$ cat src/rtl/svc_rv_ifetch.sv
// svc_fifo: small in-order FIFO with synchronous flush, head shown combinationally.
// Latency: a pushed entry is visible at head_dat the cycle after the push.
// Backpressure: none internal; the owner must not push a full FIFO unless it pops in the same cycle.
// Ports: push/push_dat write an entry, pop retires the head, flush empties, count is occupancy.
module svc_fifo #(
    parameter int W     = 32,
    parameter int DEPTH = 2
) (
    input  logic                         clk,
    input  logic                         rst,
    input  logic                         flush,
    input  logic                         push,
    input  logic [W-1:0]                 push_dat,
    input  logic                         pop,
    output logic [W-1:0]                 head_dat,
    output logic [$clog2(DEPTH+1)-1:0]   count
);
    localparam int AW = (DEPTH > 1) ? $clog2(DEPTH) : 1;
    localparam int CW = $clog2(DEPTH + 1);

    logic [W-1:0]  mem [DEPTH];
    logic [AW-1:0] wr_ptr;
    logic [AW-1:0] rd_ptr;
    logic [CW-1:0] count_q;

    function automatic logic [AW-1:0] ptr_inc(input logic [AW-1:0] p);
        return (p == AW'(DEPTH - 1)) ? '0 : p + AW'(1);
    endfunction

    always_ff @(posedge clk) begin
        if (push) begin
            mem[wr_ptr] <= push_dat;
        end
    end

    always_ff @(posedge clk) begin
        if (rst || flush) begin
            wr_ptr  <= '0;
            rd_ptr  <= '0;
            count_q <= '0;
        end else begin
            if (push) wr_ptr <= ptr_inc(wr_ptr);
            if (pop)  rd_ptr <= ptr_inc(rd_ptr);
            count_q <= count_q + CW'(push) - CW'(pop);
        end
    end

    assign head_dat = mem[rd_ptr];
    assign count    = count_q;

    assert property (@(posedge clk) disable iff (rst || flush)
        (push && !pop) |-> (count_q != CW'(DEPTH)));
    assert property (@(posedge clk) disable iff (rst || flush)
        pop |-> (count_q != '0));
endmodule

// svc_rv_ifetch: PC generation, imem request issue and 2-entry instruction buffer for IF/ID.
// Latency: request in cycle N, 1-cycle memory response in N+1, valid_if in N+2; 1 instr/cycle steady.
// Backpressure: stall holds the head; credits (outstanding+discard+buffered <= 2) stop issue, never responses.
// Ports: clk/rst; stall, redirect_valid/redirect_pc from the pipeline; imem_req_* / imem_rsp_* to
// instruction memory; valid_if, pc_if, pc_plus4_if, instr_if to the IF/ID register (zero when invalid).
module svc_rv_ifetch #(
    parameter int              XLEN     = 32,
    parameter logic [XLEN-1:0] RESET_PC = '0
) (
    input  logic            clk,
    input  logic            rst,
    input  logic            stall,
    input  logic            redirect_valid,
    input  logic [XLEN-1:0] redirect_pc,
    output logic            imem_req_valid,
    input  logic            imem_req_ready,
    output logic [XLEN-1:0] imem_req_addr,
    input  logic            imem_rsp_valid,
    input  logic [31:0]     imem_rsp_data,
    output logic            valid_if,
    output logic [XLEN-1:0] pc_if,
    output logic [XLEN-1:0] pc_plus4_if,
    output logic [31:0]     instr_if
);
    logic [XLEN-1:0]    fetch_pc;
    logic [1:0]         discard;
    logic [1:0]         outstanding;
    logic [1:0]         fifo_count;
    logic [XLEN-1:0]    pcq_head;
    logic [XLEN+31:0]   head;
    logic               pop;
    logic               req_fire;
    logic               rsp_live;
    logic               rsp_push;
    logic [2:0]         credits_used;

    assign pop          = valid_if && !stall && !redirect_valid;
    assign credits_used = 3'(outstanding) + 3'(discard) + 3'(fifo_count) - 3'(pop);

    assign imem_req_valid = !rst && !redirect_valid && (credits_used < 3'd2);
    assign imem_req_addr  = fetch_pc;
    assign req_fire       = imem_req_valid && imem_req_ready;

    // Stale responses always come first (in-order memory), so a response is live
    // exactly when no discard credit is pending. A live response landing in a
    // redirect cycle still retires its request but is not buffered.
    assign rsp_live = imem_rsp_valid && (discard == 2'd0);
    assign rsp_push = rsp_live && !redirect_valid;

    // The pc queue occupancy doubles as the outstanding-request count: it grows
    // on every accepted request, shrinks on every live response, and is flushed
    // (outstanding -> 0) on redirect.
    svc_fifo #(.W(XLEN), .DEPTH(2)) u_pcq (
        .clk      (clk),
        .rst      (rst),
        .flush    (redirect_valid),
        .push     (req_fire),
        .push_dat (fetch_pc),
        .pop      (rsp_live),
        .head_dat (pcq_head),
        .count    (outstanding)
    );

    svc_fifo #(.W(XLEN + 32), .DEPTH(2)) u_ibuf (
        .clk      (clk),
        .rst      (rst),
        .flush    (redirect_valid),
        .push     (rsp_push),
        .push_dat ({pcq_head, imem_rsp_data}),
        .pop      (pop),
        .head_dat (head),
        .count    (fifo_count)
    );

    always_ff @(posedge clk) begin
        if (rst) begin
            fetch_pc <= RESET_PC;
            discard  <= '0;
        end else if (redirect_valid) begin
            fetch_pc <= redirect_pc & ~XLEN'(3);
            // Every response this cycle retires one stale or one outstanding
            // request; whatever remains in flight becomes stale.
            discard  <= discard + outstanding - 2'(imem_rsp_valid);
        end else begin
            if (req_fire) fetch_pc <= fetch_pc + XLEN'(4);
            if (imem_rsp_valid && discard != 2'd0) discard <= discard - 2'd1;
        end
    end

    assign valid_if    = fifo_count != 2'd0;
    assign pc_if       = valid_if ? head[XLEN+31:32] : '0;
    assign instr_if    = valid_if ? head[31:0] : '0;
    assign pc_plus4_if = valid_if ? pc_if + XLEN'(4) : '0;

    assert property (@(posedge clk) disable iff (rst)
        imem_rsp_valid |-> (outstanding != 2'd0 || discard != 2'd0));
    assert property (@(posedge clk) disable iff (rst)
        (3'(outstanding) + 3'(discard) + 3'(fifo_count)) <= 3'd2);
endmodule

$ cat config.mk
export PLATFORM = sky130hd
export DESIGN_NAME = svc_rv_ifetch
export DESIGN_NICKNAME = d
export VERILOG_FILES = /design/src/rtl/svc_rv_ifetch.sv
export SDC_FILE = /design/constraint.sdc
export NUM_CORES = 1
export LEC_CHECK = 0
export ABC_AREA = 0
export ABC_CLOCK_PERIOD_IN_PS = 15400
export CAP_MARGIN = 20
export CELL_PAD_IN_SITES_DETAIL_PLACEMENT = 1
export CELL_PAD_IN_SITES_GLOBAL_PLACEMENT = 2
export CORE_ASPECT_RATIO = 1.1
export CORE_UTILIZATION = 37
export DETAILED_ROUTE_END_ITERATION = 10
export GPL_TIMING_DRIVEN = 1
export PLACE_DENSITY = 0.87
export REMOVE_ABC_BUFFERS = 1
export SLEW_MARGIN = 20
export SYNTH_ARGS = -nofsm -noshare
export SYNTH_HDL_FRONTEND = slang
export SYNTH_SLANG_ARGS = --single-unit
$ cat constraint.sdc
create_clock -name clk -period 15.4 [get_ports clk]
set_input_delay 1.54 -clock clk [delete_from_list [all_inputs] [get_ports clk]]
set_output_delay 1.54 -clock clk [all_outputs]
set_load 0.05 [all_outputs]
==> flow_metrics.tcl <==
set metrics [dict create \
    vias 6890 \
    area_growth_pct 31.03 \
    fmax_mhz 150.5 \
    required_ns 13.86 \
    post_cts_buffers 0 \
    asyncSetResetFlopFracSynth_pct 0 \
    hold_violations 0 \
    syn_avg_cell_area_um2 12.68 \
    final_cell_mix "clkdlybuf4s50_1, edfxtp_1, nor2_1, mux2i_1, nand2_1" \
    grt-ovfl-total 0 \
    final-setup-viol-count 0 \
    finish.net_count 1062 \
    seq_area_frac_synth_pct 63.32 \
    grt_pass1_wl_um 39960 \
    crit_slowest_cell "clkdlybuf4s50_1" \
    clk_path_buf_depth 3 \
    r2r_start "u_ibuf.count[1]$_SDFF_PP0_" \
    layout_commonest_cell "clkdlybuf4s50_1" \
    power_frac_comb_pct 14.5 \
    cts.sinks 226 \
    p_int_mw 1.166 \
    tritoncts "built" \
    final.setup.tns_ns 0 \
    wl_um 24880 \
    r2r_cells 14 \
    swShare_pct 25.33 \
    crit_type "flop to output port" \
    cts_max_level 1 \
    hold_start "u_pcq.rd_ptr$_SDFFE_PP0P_" \
    p_leak_nw 4.348 \
    ys_seq_elements 226 \
    grt_max_degree 83 \
    wl_per_cell_um 18.44 \
    cp_slowest_stage_delay_ns 0.83 \
    antenna_found_initial 0 \
    rsz0062_at_grt "no" \
    netlist_instances 793 \
    ios 200 \
    grt_usage_pct 18.03 \
    port-buffer-count 191 \
    first_pass_iters 4 \
    cts_buffers 24 \
    cts_hold_buffers 0 \
    clkLatencyLatePin_ns 0.51 \
    ir_drop_uv 61.02 \
    outcome "complete, no violations" \
    rows 62 \
    path_clk_slew_ns 0.06 \
    fin_skew_ns 0.006958 \
    antenna_cells 0 \
    synth_flop_cell "edfxtp_1" \
    cts_resized 0 \
    via_per_inst 5.107 \
    path_max_fanout 46 \
    grt_pass1_vias 7069 \
    drtIter0Drc 287 \
    min_period_over_period_pct 43.16 \
    antenna_left 0 \
    synth_warnings 0 \
    initial_core_util_pct 38.12 \
    p_per_area_nw_per_um2 118.6 \
    timing.slew.headroom_pct 33.12 \
    cp.arrival_ns 5.11 \
    die_x_um 159.2 \
    core_um2 26380 \
    drcViolationCount 0 \
    start_kind "flop" \
    p_sw_mw 0.3957 \
    dp_hpwl_um 16900 \
    cap_violations 0 \
    synth.distinct_cells 56 \
    synth_edf_count 184 \
    netlist_area_um2 10050 \
    gp_congestion 0.7615 \
    die_height_um 174.9 \
    end_kind "output port" \
    dp_cells 1305 \
    seqPwrFrac_pct 45.9 \
    fin_cells 1349 \
    clockPowerShare_pct 39.5 \
    hp-class "flop to flop" \
    worst_pin_slew_ns 0.9996 \
    drive_gt1_share_pct 10.13 \
    cts_root_buf "clkbuf_16" \
    die_area_um2 27840 \
    final.min_clock_period_ns 6.646 \
    cp_cell_sequence "buf_4 -> mux2i_1 -> nor2_1 -> ha_1 -> nor3b_1 -> nand4_1 -> nor4_1 -> xor2_1 -> clkdlybuf4s50_1" \
    slew_viol_final 0 \
    worstSetupEndpoint "pc_plus4_if[24]" \
    timing.reg2reg.setup_slack_ns 10.92 \
    r2r-end "imem_req_addr[31]$_SDFFE_PP0P_" \
]
[logic make-up (layout without fill, tap and decap cells)]
kind of cell | after synthesis | count (layout) | synth area share [%]
DFF | 226 | 226 | 63.32
buffers and inverters | 63 | 262 | 2.837
xor gates and xnor gates | 34 | 34 | 3.111
adders and majority gates | 13 | 13 | 1.693
other | 1 | 6 | 0.03730
AOI/OAI and AO/OA | 80 | 80 | 4.954
and+or+nand+nor | 271 | 271 | 13.07
muxes | 105 | 105 | 10.98
[sequential cells by signal, indices dropped and copies added, names as in the netlist, named ones only]
register       flops
imem_req_addr     30
u_pcq.mem         60
discard            2
u_pcq.count        2
u_ibuf.wr_ptr      1
u_pcq.wr_ptr       1
u_ibuf.count       2
u_ibuf.rd_ptr      1
u_pcq.rd_ptr       1
u_ibuf.mem       124
[cell usage after synthesis (3+ instances only)]
cell type  count  area share (%)
mux2i_1       63             6.3
a21oi_1       30             1.5
or3_1          4            0.25
a31oi_1       10            0.62
edfxtp_1     184              55
nor3_1        24             1.2
a211oi_1       5            0.37
nand2_1       53             2.0
or4_1          3            0.22
inv_1         15            0.56
nand3b_1       6            0.45
ha_1          12             1.5
and4_1         3            0.26
clkbuf_1      20            0.75
nand4_1       21             1.3
xnor2_1       12             1.0
buf_2         15            0.75
nand3_1       24             1.2
and3_1         3            0.19
nor4_1        12            0.75
a41oi_1        3            0.26
buf_4          8            0.60
buf_1          4            0.15
mux2_2        42             4.7
nor2_1        97             3.6
xor2_1        21             1.8
o21ai_0       15            0.75
and2_1         9            0.56
dfxtp_1       42             8.4
nor3b_1        3            0.22
[worst min-delay path by stage]
stage                           endpoint  slack [ns]  depth (start not counted)
2_1_floorplan                       flop        0.47                          2
3_3_place_gp   u_pcq.rd_ptr$_SDFFE_PP0P_        0.49                          2
3_5_place_dp                        flop        0.51                          2
4_1_cts                             flop        0.53                          2
5_1_grt                             flop        0.55                          2
6_report                            flop        0.53                          2
[area by class of cell]
cell class / instances / area (um^2)
flip-flops and latches: 226 / 6370
clock buffers: 31 / 658.1
clock inverters: 13 / 197.7
repair buffers: 202 / 1994
well taps: 352 / 440.4
multi-input cells: 509 / 3452
fillers: 2689 / 13200
inverters: 16 / 60.06
[metal layers]
layer | share of wire, % | wire, um | global-route usage (%) | vias to the layer above
li1 | - | - | - | 3304
met1 | 44 | 11000 | 23.45 | 3386
met2 | 50 | 12520 | 32.18 | 169
met3 | 4.0 | 995 | 2.184 | 31
met4 | 1.4 | 359 | 3.886 | 0
met5 | 0 | 0 | 0 | -
[worst max-delay path: cells and delay by family (launching register included)]
family / cells / cell delay, ns
AND/OR/NAND/NOR: 4 / 1.72
flip-flops: 1 / 0.68
XOR/XNOR: 1 / 0.23
multiplexers: 1 / 0.20
buffers and inverters: 2 / 1.48
adder cells (fa/ha/maj): 1 / 0.20
[power by group through the flow]
| stage | Combinational [mW] | Clock [mW] | Sequential, mW |
|---|---|---|---|
| after CTS | 0.230 | 0.633 | 0.718 |
| final | 0.227 | 0.618 | 0.718 |
| after floorplan | 0.126 | 0 | 0.745 |
| after global routing | 0.244 | 0.655 | 0.721 |
| after global placement | 0.223 | 0 | 0.728 |
| after detailed placement | 0.228 | 0 | 0.731 |
[through the flow]
stage | setup slack (ns) | total power, mW | hold WS [ns] | utilization [%] | cell area, um^2
3_5_place_dp | 8.772 | 0.9590 | 0.5058 | 46.67 | 12310
2_1_floorplan | 7.583 | 0.8704 | 0.4725 | - | 9847
5_1_grt | 8.398 | 1.621 | 0.5498 | 49.94 | 13170
6_report | 8.754 | 1.562 | 0.5268 | 49.94 | 13170
3_3_place_gp | 8.824 | 0.9508 | 0.4862 | 46.67 | 12310
4_1_cts | 8.668 | 1.581 | 0.5289 | 49.91 | 13160
(Power assumes the default switching activity.)
==> variant 1, RTL diff (same flow settings) <==
Set the parameter `XLEN` to 64 (it was 32).
--- a/src/rtl/svc_rv_ifetch.sv
+++ b/src/rtl/svc_rv_ifetch.sv
@@ -62,3 +62,3 @@
 module svc_rv_ifetch #(
-    parameter int              XLEN     = 32,
+    parameter int              XLEN     = 64,
     parameter logic [XLEN-1:0] RESET_PC = '0
Interface: changed (resized imem_req_addr, pc_if, pc_plus4_if and redirect_pc); port bits go from 200 to 328. No check against the original RTL was run, so the function may have changed too.
==> variant 1 against the original RTL <==
Power increased by 67%. Worst setup slack got worse by 0.97 ns. Sequential cell count increased by 160. Via count increased by 88%. Design area increased by 74%. Clock power increased by 59%. Fmax decreased by 13%. Synthesized area increased by 77%. Register-to-register slack got worse by 0.39 ns. Sequential share of layout area decreased by 1.0 points. Synthesized cell count increased by 82%. Routed wire length increased by 120%. Critical path type unchanged.
==> variant 1: results (changes against the original RTL) <==
- Count of unique library cells instantiated by Yosys: 70 (+25%)
- List of most frequent post-synthesis cells: sky130_fd_sc_hd__edfxtp_1 (312), sky130_fd_sc_hd__nor2_1 (167), sky130_fd_sc_hd__mux2i_1 (100), sky130_fd_sc_hd__nand2_1 (84)
- Routed WL: 54000 um (+120%)
- Worst reg2reg endpoint: imem_req_addr[54]$_SDFFE_PP0P_
- Global placement routability congestion: 0.893 (+17%)
- Xor and xnor fraction of the mapped netlist area: 4.51% (+1.4 points)
- Global-route total usage across every layer: 21.7% (+3.6 points)
- Critical setup path kind: reg -> out
- Warnings, synthesis: 0 (unchanged)
- Wire length of the first global-routing pass: 80100 um (+100%)
- Result of the run: finished clean
- Vias: 13000 (+88%)
- Slew of the pin with the lowest slew margin: 0.981 ns (-0.0184 ns)
- Number of antenna violations at the first check in global routing: 2 (+2)
- Number of DRC markers in iteration 0: 707 (+150%)
- Max incr delay on CP: 0.87 ns (+0.04 ns)
- Adder-Cell Fraction of Synth Area: 0.956% (-0.74 points)
- Pin count of the biggest net entering global routing: 80 (-3.6%)
- Leak: 7.24 nW (+66%)
- Worst-Skew Late Latency: 0.59 ns (+0.08 ns)
- Critical path capture point: pc_plus4_if[52]
- GR Layer Usage met1: 27.8% (+4.4 points)
- Worst endpoint data arrival time: 6.07 ns (+0.96 ns)
- Area of the multi-input gates: 0.00653 mm^2 (+89%)
- Fraction of layout instances using a drive strength above 1: 10.2% (+0.083 points)
- Top post-synthesis cells by area: sky130_fd_sc_hd__edfxtp_1 (53%), sky130_fd_sc_hd__dfxtp_1 (8.3%), sky130_fd_sc_hd__mux2i_1 (5.6%)
- Final Cycle Share: 49.4% (+6.3 points)
- Setup slack at placement: 8.29 ns (-0.480 ns)
- FFs w/ async S/R, synth: 0% (unchanged)
- Number of cells in the design after placement: 2345 (+80%)
- Switching part of the total: 27.7% (+2.4 points)
- Final non-filler cell total: 2419 (+79%)
- Total clock buffers created by CTS: 41 (+71%)
- Part of the Yosys area used for sequential elements: 60.9% (-2.4 points)
- Number of iterations in the first detailed-routing pass: 5 (+1)
- Half-perimeter wire length after detailed placement: 38700 um (+130%)
- Net total in the final layout: 1866 (+76%)
- Buffers added on ports: 319 (+67%)
- Number of enable-type register cells in the synthesized netlist: 312 (+70%)
- DP Area: 0.0216 mm^2 (+75%)
- Master of the slowest instance on the critical path: sky130_fd_sc_hd__nor4_1
- Met3 layer usage reported by global route: 3.23% (+1.0 points)
- Clock H-tree levels: 2 (+1)
- Worst voltage drop across the vdd grid: 0.0634 mV (+3.9%)
- Share of synthesized area spent on multiplexers: 9.86% (-1.1 points)
- Mapped Cells: 1446 (+82%)
- Worst Clk Skew: 0.0255 ns (+0.0186 ns)
- Number of flip-flops in the largest register: 188 (+52%)
- Reg-to-reg setup timing slack: 10.53 ns (-0.39 ns)
- Compound-gate portion of the synthesized area: 5.91% (+0.96 points)
- Hold Slack: 0.518 ns (-0.00867 ns)
- Fill cell total of the finished layout: 4868 (+81%)
- Met2 capacity usage during global routing: 36.6% (+4.5 points)
- Crit Path Max Fanout: 68 (+48%)
[variant 1: final cells by class]
class	instances	share of cell area [%]
clock inverter	24	1.16
clock buffer	50	4.71
inverter	28	0.458
multi-input combinational	959	28.5
sequential	386	47.3
timing repair buffer	335	14.4
tap	637	3.48
[variant 1: power by group through the flow]
stage / registers [mW] / logic [mW] / clock network (mW)
global placement: 1.25 / 0.390 / 0
detailed placement: 1.26 / 0.397 / 0
CTS: 1.24 / 0.400 / 1.00
finish: 1.24 / 0.397 / 0.983
floorplan: 1.29 / 0.206 / 0
global route: 1.24 / 0.420 / 1.04
[variant 1: critical path: cells and delay by family, from the launching register on]
| family | cells | cell delay (ns) |
|---|---|---|
| buf+inv | 3 | 2.31 |
| simple gates | 3 | 1.56 |
| flops | 1 | 0.67 |
| compound gates | 1 | 0.49 |
| mux | 1 | 0.24 |
| xor+xnor | 1 | 0.19 |
[variant 1: routing by layer]
metal	up-vias	wire, um
li1	6022	-
met1	6426	22800
met2	407	26400
met3	100	2940
met4	2	1860
met5	-	17
==> variant 2, RTL diff (same settings) <==
Without the edit above. Reset style: asynchronous (`rst`), changed in one clocked block.
--- a/src/rtl/svc_rv_ifetch.sv
+++ b/src/rtl/svc_rv_ifetch.sv
@@ -130,3 +130,3 @@
 
-    always_ff @(posedge clk) begin
+    always_ff @(posedge clk or posedge rst) begin
         if (rst) begin
Check against the original RTL: differs if rst is asserted again (counterexample within 4 cycles, from zero or initial values and one cycle with rst high); with rst held inactive, the same outputs for 4 cycles.
==> variant 2 against the original RTL <==
Final cell count did not move. Synthesized area grew 1.7%. Design area is 0.43% higher. Sequential cell count did not move. Power grew 1.4%. Global-route usage shrank 0.15 points. Routed wire length is 1.5% higher. Synthesized cell count is 1.5% lower. First-iteration DRC count increased by 6.6%. Sequential power grew 4.0%. Largest cell class unchanged. Worst setup slack worse by 0.0057 ns.
==> variant 2: results (changes against the original RTL) <==
- Met3 layer usage reported by global route: 2.47% (+0.28 points)
- FFs w/ async S/R, synth: 14.2% (+14 points)
- Worst voltage drop across the vdd grid: 0.0692 mV (+13%)
- Count of unique library cells instantiated by Yosys: 62 (+11%)
- Compound-gate portion of the synthesized area: 5.04% (+0.089 points)
- Worst Min Path Start: u_ibuf.rd_ptr$_SDFFE_PP0P_
- Half-perimeter wire length after detailed placement: 17300 um (+2.4%)
- Gate family responsible for the most delay along the worst path: buffers and inverters
- Worst Clk Skew: 0.0329 ns (+0.0260 ns)
- Clock buffer and inverter area fraction after layout: 5.70% (-0.79 points)
- Xor and xnor fraction of the mapped netlist area: 3.22% (+0.11 points)
- WL met3: 996 um (+0.10%)
- Signed area change from the synthesized netlist to the final layout: 29.4%
- Leak: 4.51 nW (+3.7%)
- List of most frequent post-synthesis cells: sky130_fd_sc_hd__edfxtp_1 (184), sky130_fd_sc_hd__nor2_1 (86), sky130_fd_sc_hd__nand2_1 (65), sky130_fd_sc_hd__mux2i_1 (58), sky130_fd_sc_hd__mux2_2 (36)
- Worst reg2reg endpoint: imem_req_addr[24]$_DFFE_PP0P_
- Top post-synthesis cells by area: sky130_fd_sc_hd__edfxtp_1 (54%), sky130_fd_sc_hd__dfrtp_1 (7.8%), sky130_fd_sc_hd__mux2i_1 (5.7%)
- Flip-flop and latch count: 226 (unchanged)
- Fill cell total of the finished layout: 2753 (+2.4%)
- Relative slew margins: 30.3% (-2.8 points)
- Global placement routability congestion: 0.755 (-0.89%)
- Seq area share: 49.4% (+1.0 points)
- Multi-input logic portion of the cell area: 25.7% (-0.49 points)
- Worst-Skew Late Latency: 0.53 ns (+0.02 ns)
- Net total in the final layout: 1058 (-0.38%)
- GR Layer Usage met1: 23.2% (-0.29 points)
- Routed WL: 25200 um (+1.5%)
- Combinational power: 0.287 mW (+26%)
- Power in sequential cells: 0.747 mW (+4.0%)
- Wire length of the first global-routing pass: 39900 um (-0.22%)
- Result of the run: finished clean
- Critical path capture point: imem_req_valid
- Adder-Cell Fraction of Synth Area: 1.79% (+0.094 points)
- Fraction of layout instances using a drive strength above 1: 10.9% (+0.76 points)
- Number of cells on the worst reg-to-reg path: 15 (+1)
## variant 2: changes by cell type after synthesis, sizes merged, moves of 7 or more
| cell | delta |
|---|---|
| a21oi | -20 |
| a221o | +7 |
| dfrtp | +32 |
| dfxtp | -32 |
| inv | +13 |
| nand2 | +12 |
| nor2 | -10 |
| nor3 | -7 |
| o21ai | +9 |
| o311ai | +8 |
| xnor2 | +12 |
| xor2 | -10 |
## variant 2: metrics by stage
stage / instances / util (%) / hold WS [ns] / power (mW) / setup WS [ns]
4_1_cts: 1349 / 48.9 / 0.528 / 1.60 / 8.70
3_3_place_gp: 1305 / 46.1 / 0.488 / 1.04 / 8.75
6_report: 1349 / 48.9 / 0.520 / 1.58 / 8.75
3_5_place_dp: 1305 / 46.1 / 0.502 / 1.05 / 8.71
2_1_floorplan: 747 / - / 0.472 / 0.937 / 7.87
5_1_grt: 1349 / 48.9 / 0.542 / 1.65 / 8.56
